File: src/rtl/sha_digest_cmp_if.sv
// Handshake and data bundle between the SHA digest path, the host controller
// and the digest comparator. The master side drives the digest/target/strobe
// and ack. The slave side (the comparator) returns status and result.
interface sha_digest_cmp_if #(
  parameter int NUM_WORDS = 8,
  parameter int WORD_W    = 32
);
  localparam int DIG_W = NUM_WORDS * WORD_W;

  logic              word_strobe;
  logic [WORD_W-1:0] nonce_in;
  logic [DIG_W-1:0]  digest;
  logic [DIG_W-1:0]  target;
  logic              result_ack;
  logic              busy;
  logic              result_valid;
  logic              hash_found;
  logic [WORD_W-1:0] found_nonce;
  logic              overrun;

  modport master (
    output word_strobe, nonce_in, digest, target, result_ack,
    input  busy, result_valid, hash_found, found_nonce, overrun
  );

  modport slave (
    input  word_strobe, nonce_in, digest, target, result_ack,
    output busy, result_valid, hash_found, found_nonce, overrun
  );
endinterface

File: src/rtl/sha_digest_cmp.sv
// Digest comparator. It counts the word strobes that fill the digest shift
// register and latches the nonce on the last word. After one settle cycle it
// compares digest against target one slice per cycle, most significant slice
// first, and exits early. The found/not-found result is held until the host
// acknowledges it.
module sha_digest_cmp #(
  parameter int NUM_WORDS = 8,
  parameter int WORD_W    = 32
) (
  input  logic            clk,
  input  logic            n_rst,
  sha_digest_cmp_if.slave bus
);
  localparam int CNT_W = $clog2(NUM_WORDS);
  localparam logic [CNT_W-1:0] LAST = CNT_W'(NUM_WORDS - 1);

  typedef enum logic [1:0] {
    S_IDLE,
    S_SETTLE,
    S_COMPARE,
    S_RESULT
  } state_t;

  state_t            r_state;
  logic [CNT_W-1:0]  r_word_cnt;
  logic [CNT_W-1:0]  r_slice_idx;
  logic              r_busy;
  logic              r_result_valid;
  logic              r_hash_found;
  logic [WORD_W-1:0] r_found_nonce;
  logic              r_overrun;

  logic [WORD_W-1:0] w_d;
  logic [WORD_W-1:0] w_t;

  assign w_d = bus.digest[r_slice_idx*WORD_W +: WORD_W];
  assign w_t = bus.target[r_slice_idx*WORD_W +: WORD_W];

  assign bus.busy         = r_busy;
  assign bus.result_valid = r_result_valid;
  assign bus.hash_found   = r_hash_found;
  assign bus.found_nonce  = r_found_nonce;
  assign bus.overrun      = r_overrun;

  // Control FSM. Every output is registered and updated together with the
  // state, so busy/result_valid follow the state with no decode glitches.
  always_ff @(posedge clk or negedge n_rst) begin
    if (!n_rst) begin
      r_state        <= S_IDLE;
      r_word_cnt     <= '0;
      r_slice_idx    <= LAST;
      r_busy         <= 1'b0;
      r_result_valid <= 1'b0;
      r_hash_found   <= 1'b0;
      r_found_nonce  <= '0;
      r_overrun      <= 1'b0;
    end else begin
      // A strobe that arrives outside IDLE is lost. Flag it, and keep it
      // flagged until reset.
      if (bus.word_strobe && (r_state != S_IDLE)) begin
        r_overrun <= 1'b1;
      end

      case (r_state)
        S_IDLE: begin
          if (bus.word_strobe) begin
            if (r_word_cnt == LAST) begin
              r_found_nonce <= bus.nonce_in;
              r_word_cnt    <= '0;
              r_state       <= S_SETTLE;
              r_busy        <= 1'b1;
            end else begin
              r_word_cnt <= r_word_cnt + 1'b1;
            end
          end
        end

        // The final shift lands on digest during this cycle.
        S_SETTLE: begin
          r_slice_idx <= LAST;
          r_state     <= S_COMPARE;
        end

        S_COMPARE: begin
          if (w_d < w_t) begin
            r_hash_found   <= 1'b1;
            r_state        <= S_RESULT;
            r_result_valid <= 1'b1;
          end else if (w_d > w_t) begin
            r_hash_found   <= 1'b0;
            r_state        <= S_RESULT;
            r_result_valid <= 1'b1;
          end else if (r_slice_idx == '0) begin
            // All slices are equal, and equality counts as meeting target.
            r_hash_found   <= 1'b1;
            r_state        <= S_RESULT;
            r_result_valid <= 1'b1;
          end else begin
            r_slice_idx <= r_slice_idx - 1'b1;
          end
        end

        S_RESULT: begin
          if (bus.result_ack) begin
            r_state        <= S_IDLE;
            r_result_valid <= 1'b0;
            r_busy         <= 1'b0;
          end
        end

        default: begin
          r_state        <= S_IDLE;
          r_result_valid <= 1'b0;
          r_busy         <= 1'b0;
        end
      endcase
    end
  end
endmodule

File: src/flat_wrapper.sv
// flat-port wrapper written by rule: the top's interface ports become plain ports
module sha_digest_cmp_flat 
#(
  parameter int NUM_WORDS = 8,
  parameter int WORD_W    = 32
)
  (clk, n_rst, bus_word_strobe, bus_nonce_in, bus_digest, bus_target, bus_result_ack, bus_busy, bus_result_valid, bus_hash_found, bus_found_nonce, bus_overrun);
  sha_digest_cmp_if #(.NUM_WORDS(NUM_WORDS), .WORD_W(WORD_W)) bus_i ();
  input  logic clk;
  input  logic n_rst;
  input wire logic [$bits(bus_i.word_strobe)-1:0] bus_word_strobe;
  input wire logic [$bits(bus_i.nonce_in)-1:0] bus_nonce_in;
  input wire logic [$bits(bus_i.digest)-1:0] bus_digest;
  input wire logic [$bits(bus_i.target)-1:0] bus_target;
  input wire logic [$bits(bus_i.result_ack)-1:0] bus_result_ack;
  output wire logic [$bits(bus_i.busy)-1:0] bus_busy;
  output wire logic [$bits(bus_i.result_valid)-1:0] bus_result_valid;
  output wire logic [$bits(bus_i.hash_found)-1:0] bus_hash_found;
  output wire logic [$bits(bus_i.found_nonce)-1:0] bus_found_nonce;
  output wire logic [$bits(bus_i.overrun)-1:0] bus_overrun;
  assign bus_i.word_strobe = bus_word_strobe;
  assign bus_i.nonce_in = bus_nonce_in;
  assign bus_i.digest = bus_digest;
  assign bus_i.target = bus_target;
  assign bus_i.result_ack = bus_result_ack;
  assign bus_busy = bus_i.busy;
  assign bus_result_valid = bus_i.result_valid;
  assign bus_hash_found = bus_i.hash_found;
  assign bus_found_nonce = bus_i.found_nonce;
  assign bus_overrun = bus_i.overrun;
  sha_digest_cmp #(.NUM_WORDS(NUM_WORDS), .WORD_W(WORD_W)) u_core (.clk(clk), .n_rst(n_rst), .bus(bus_i));
endmodule
File: config.mk
export PLATFORM = sky130hd
export DESIGN_NAME = sha_digest_cmp_flat
export DESIGN_NICKNAME = d
export VERILOG_FILES = /design/src/rtl/sha_digest_cmp_if.sv /design/src/rtl/sha_digest_cmp.sv /design/src/flat_wrapper.sv
export SDC_FILE = /design/constraint.sdc
export NUM_CORES = 1
export LEC_CHECK = 0
export ABC_CLOCK_PERIOD_IN_PS = 5280
export CAP_MARGIN = 15
export CORE_AREA = 8 8 219 221
export CTS_BUF_LIST = sky130_fd_sc_hd__clkbuf_8
export DETAILED_ROUTE_END_ITERATION = 8
export DIE_AREA = 0 0 227 229
export GPL_TIMING_DRIVEN = 0
export PLACE_DENSITY = 0.46
export SLEW_MARGIN = 20
export SYNTH_ARGS = -nofsm -noshare
export SYNTH_HDL_FRONTEND = slang
export SYNTH_SLANG_ARGS = --single-unit
File: constraint.sdc
create_clock -name clk -period 5.28 [get_ports clk]
set_input_delay 1.056 -clock clk [delete_from_list [all_inputs] [get_ports clk]]
set_output_delay 1.056 -clock clk [all_outputs]
set_load 0.01 [all_outputs]
==> metrics.md <==
| Metric | Value |
|---|---|
| Asr flop ratio synth | `1.00` |
| Slew Limit Fails | `0` |
| Count of final hold-check violations | `0` |
| Worst-skew pair later-pin latency | `0.31 ns` |
| Syn Area/Cell | `12.5 um2` |
| Post-synth top area share | `0.456` |
| Syn Nets | `1093` |
| Mapped Cells | `505` |
| TritonCTS clock tree | `built` |
| Final core occ | `0.292` |
| Die Y | `229 um` |
| Row count | `78` |
| Startpoint Class | `register` |
| Routed Antenna Nets | `0` |
| Grt total ovfl | `0` |
| First-pass GRT wire length | `61900 um` |
| Most common library cell in the layout ignoring fill and taps | `clkdlybuf4s50_1` |
| Clock root buffer | `clkbuf_8` |
| Synth warnings | `0` |
| Max FO, Critical Path | `10` |
| Max Cap Viol | `0` |
| Post-CTS Setup Bufs | `0` |
| Die area | `0.0520 mm2` |
| Setup violations, final | `0` |
| DRC violations left | `0` |
| Largest net degree at the start of global routing | `45` |
| WL final | `45000 um` |
| Die extent in x | `227 um` |
| HP Class | `register to register` |
| Layout cell share with drive strength beyond 1 | `0.185` |
| I/O pin count | `584` |
| Synthesized area | `0.00633 mm2` |
| Initial Util | `0.142` |
| Worst Setup End Kind | `register` |
| Register area share after synthesis | `0.175` |
| Status | `finished clean` |
| Max IR drop VDD | `0.000120 V` |
| Kind of critical path | `register to register` |
| Top_reg_cell synth | `dfrtp_1` |
| Largest area contributor in the netlist | `mux4_2` |
| CTS sink count | `44` |
| Final GP Congestion | `0.884` |
| Via/cell ratio | `4.21` |
| Rel. slew slack | `0.375` |
| Nets | `1683` |
| Number of flops mapped to enable cells by yosys | `0` |
| Area contributors post-synth | `mux4_2 46%, dfrtp_1 16%, ha_1 7.9%, nand2_1 6.2%, mux2_2 6.1%` |
| Lkg Pwr | `5.01 nW` |
| Pre-Repair DR Iteration Count | `4` |
| Vias in the first global route | `8155` |
| Clock transition at path regs | `0.11 ns` |
| Num CTS Buffers | `5` |
| Post-DP HPWL | `40300 um` |
| RSZ-0062 raised after global routing | `false` |
| Area Growth Syn to Fin | `106%` |
| Power Dens Cells | `133 mW/mm2` |
| Total GRT Usage | `0.164` |
| Worst setup margin | `0.382 ns` |
| Max Clock Skew | `0.0153 ns` |
| H-Tree Depth | `2` |
| Most frequent cells in the layout | `582 x clkdlybuf4s50_1, 128 x mux4_2, 105 x nand2_1, 41 x dfrtp_1, 40 x ha_1` |
| Via count | `7166` |
| Power after layout | `1.74 mW` |
| Period utilization | `0.928` |
| Post-synthesis register bit count | `44` |
| Initial DRC count | `258` |
| Actual slew at the worst max-slew pin | `0.938 ns` |
| Fmax | `0.204 GHz` |
| Pre-CTS setup slack | `-0.0307 ns` |
| Antenna violations before repair | `10` |
| Routed WL per cell | `26.5 um` |
| Buffers on Ports | `583` |
| Critical Path RT | `5.49 ns` |
| Core area | `0.0447 mm2` |
| Maximum root-to-sink buffer count | `2` |
| CP arrival | `5.11 ns` |
| Synth unique cells | `37` |
| Tmin final | `4.90 ns` |
-- cells in the mapped netlist (2+ instances only) --
cell	count
mux4_2	128
nand2_1	105
dfrtp_1	41
ha_1	40
mux2_2	34
mux2i_1	33
clkbuf_1	21
a21oi_1	14
buf_2	14
buf_1	8
inv_1	8
nand4_1	8
nand3_1	7
nor2_1	7
a211oi_2	5
dfstp_2	3
nor3_1	3
o211ai_1	3
a2111oi_4	2
a21o_1	2
nor2b_1	2
o21ai_0	2
-- final timing paths --
check	startpoint	endpoint	slack, ns	cells past startpoint
min	u_core.bus.overrun	u_core.bus.overrun	0.51	1
max reg2reg	u_core.r_slice_idx[1]	u_core.r_state[1]	0.38	13
max in group asynchronous	n_rst	u_core.bus.found_nonce[9]	4.12	1
min reg2reg	u_core.bus.overrun	u_core.bus.overrun	0.51	1
min in group asynchronous	n_rst	u_core.bus.found_nonce[19]	0.74	1
max	u_core.r_slice_idx[1]	u_core.r_state[1]	0.38	13
-- what timing repair did --
item                                    in CTS  in global routing
endpoints found under the setup margin       1                  1
resized for setup                            1                  1
hold buffers                                 0                  0
-- routing by layer --
layer | wire length, um | vias to the layer above | global-route usage
met2 | 23200 | 362 | 0.304
li1 | - | 3234 | -
met4 | 283 | 8 | 0.0180
met5 | 55 | - | 0
met3 | 4600 | 22 | 0.0599
met1 | 16900 | 3540 | 0.183
-- report_power, final --
part / leakage, nW / total [mW] / switching [mW] / internal [mW]
logic: 4.38 / 0.987 / 0.311 / 0.676
registers: 0.573 / 0.466 / 0.0503 / 0.416
clock network: 0.0548 / 0.286 / 0.143 / 0.143
total: 5.01 / 1.74 / 0.504 / 1.23
-- metrics by stage --
stage | area [um2] | std cells | TNS [ns] | hold WS [ns]
finish | 13000 | 1701 | 0 | 0.507
detailed placement | 12900 | 1688 | -0.0307 | 0.492
CTS | 13000 | 1696 | 0 | 0.518
global placement | 12900 | 1688 | 0 | 0.487
floorplan | 6330 | 505 | 0 | 0.480
global route | 13000 | 1698 | 0 | 0.535
-- critical path, cell delays in order (launching register included) --
cell and delay [ns]:
dfstp_2 0.63, clkbuf_1 0.51, buf_1 0.76, mux4_2 0.43, nand2_1 0.08, nand2_1 0.12
ha_1 0.35, nand4_1 0.27, nor4_2 0.58, nand2_1 0.16, a211oi_2 0.29, o21ai_2 0.17
nand2b_2 0.13, mux2_4 0.29
-- flip-flops by register name, indices dropped and copies added, names as in the netlist --
signal	cells
u_core.r_slice_idx	3
u_core.bus.hash_found	1
u_core.bus.busy	1
u_core.bus.result_valid	1
u_core.r_state	2
u_core.bus.overrun	1
u_core.r_word_cnt	3
u_core.bus.found_nonce	32
-- kinds of logic after synthesis --
kind of cell,Yosys count,share of synthesized area
AO/OA/AOI/OAI,35,0.0475
XOR/XNOR,1,0.00138
adder cells (fa/ha/maj),40,0.0791
buffers and inverters,51,0.0330
flip-flops,44,0.175
multiplexers,196,0.571
AND/OR/NAND/NOR,138,0.0936
-- final cells by class --
type | count | area (um2)
inverter | 8 | 30.0
timing repair buffer | 583 | 5830
antenna | 5 | 12.5
clock buffer | 5 | 68.8
sequential | 44 | 1100
fill | 4778 | 31700
buffer | 43 | 180
clock inverter | 3 | 46.3
multi-input combinational | 410 | 5010
tap | 600 | 751
Power figures use the tool's default switching activity.
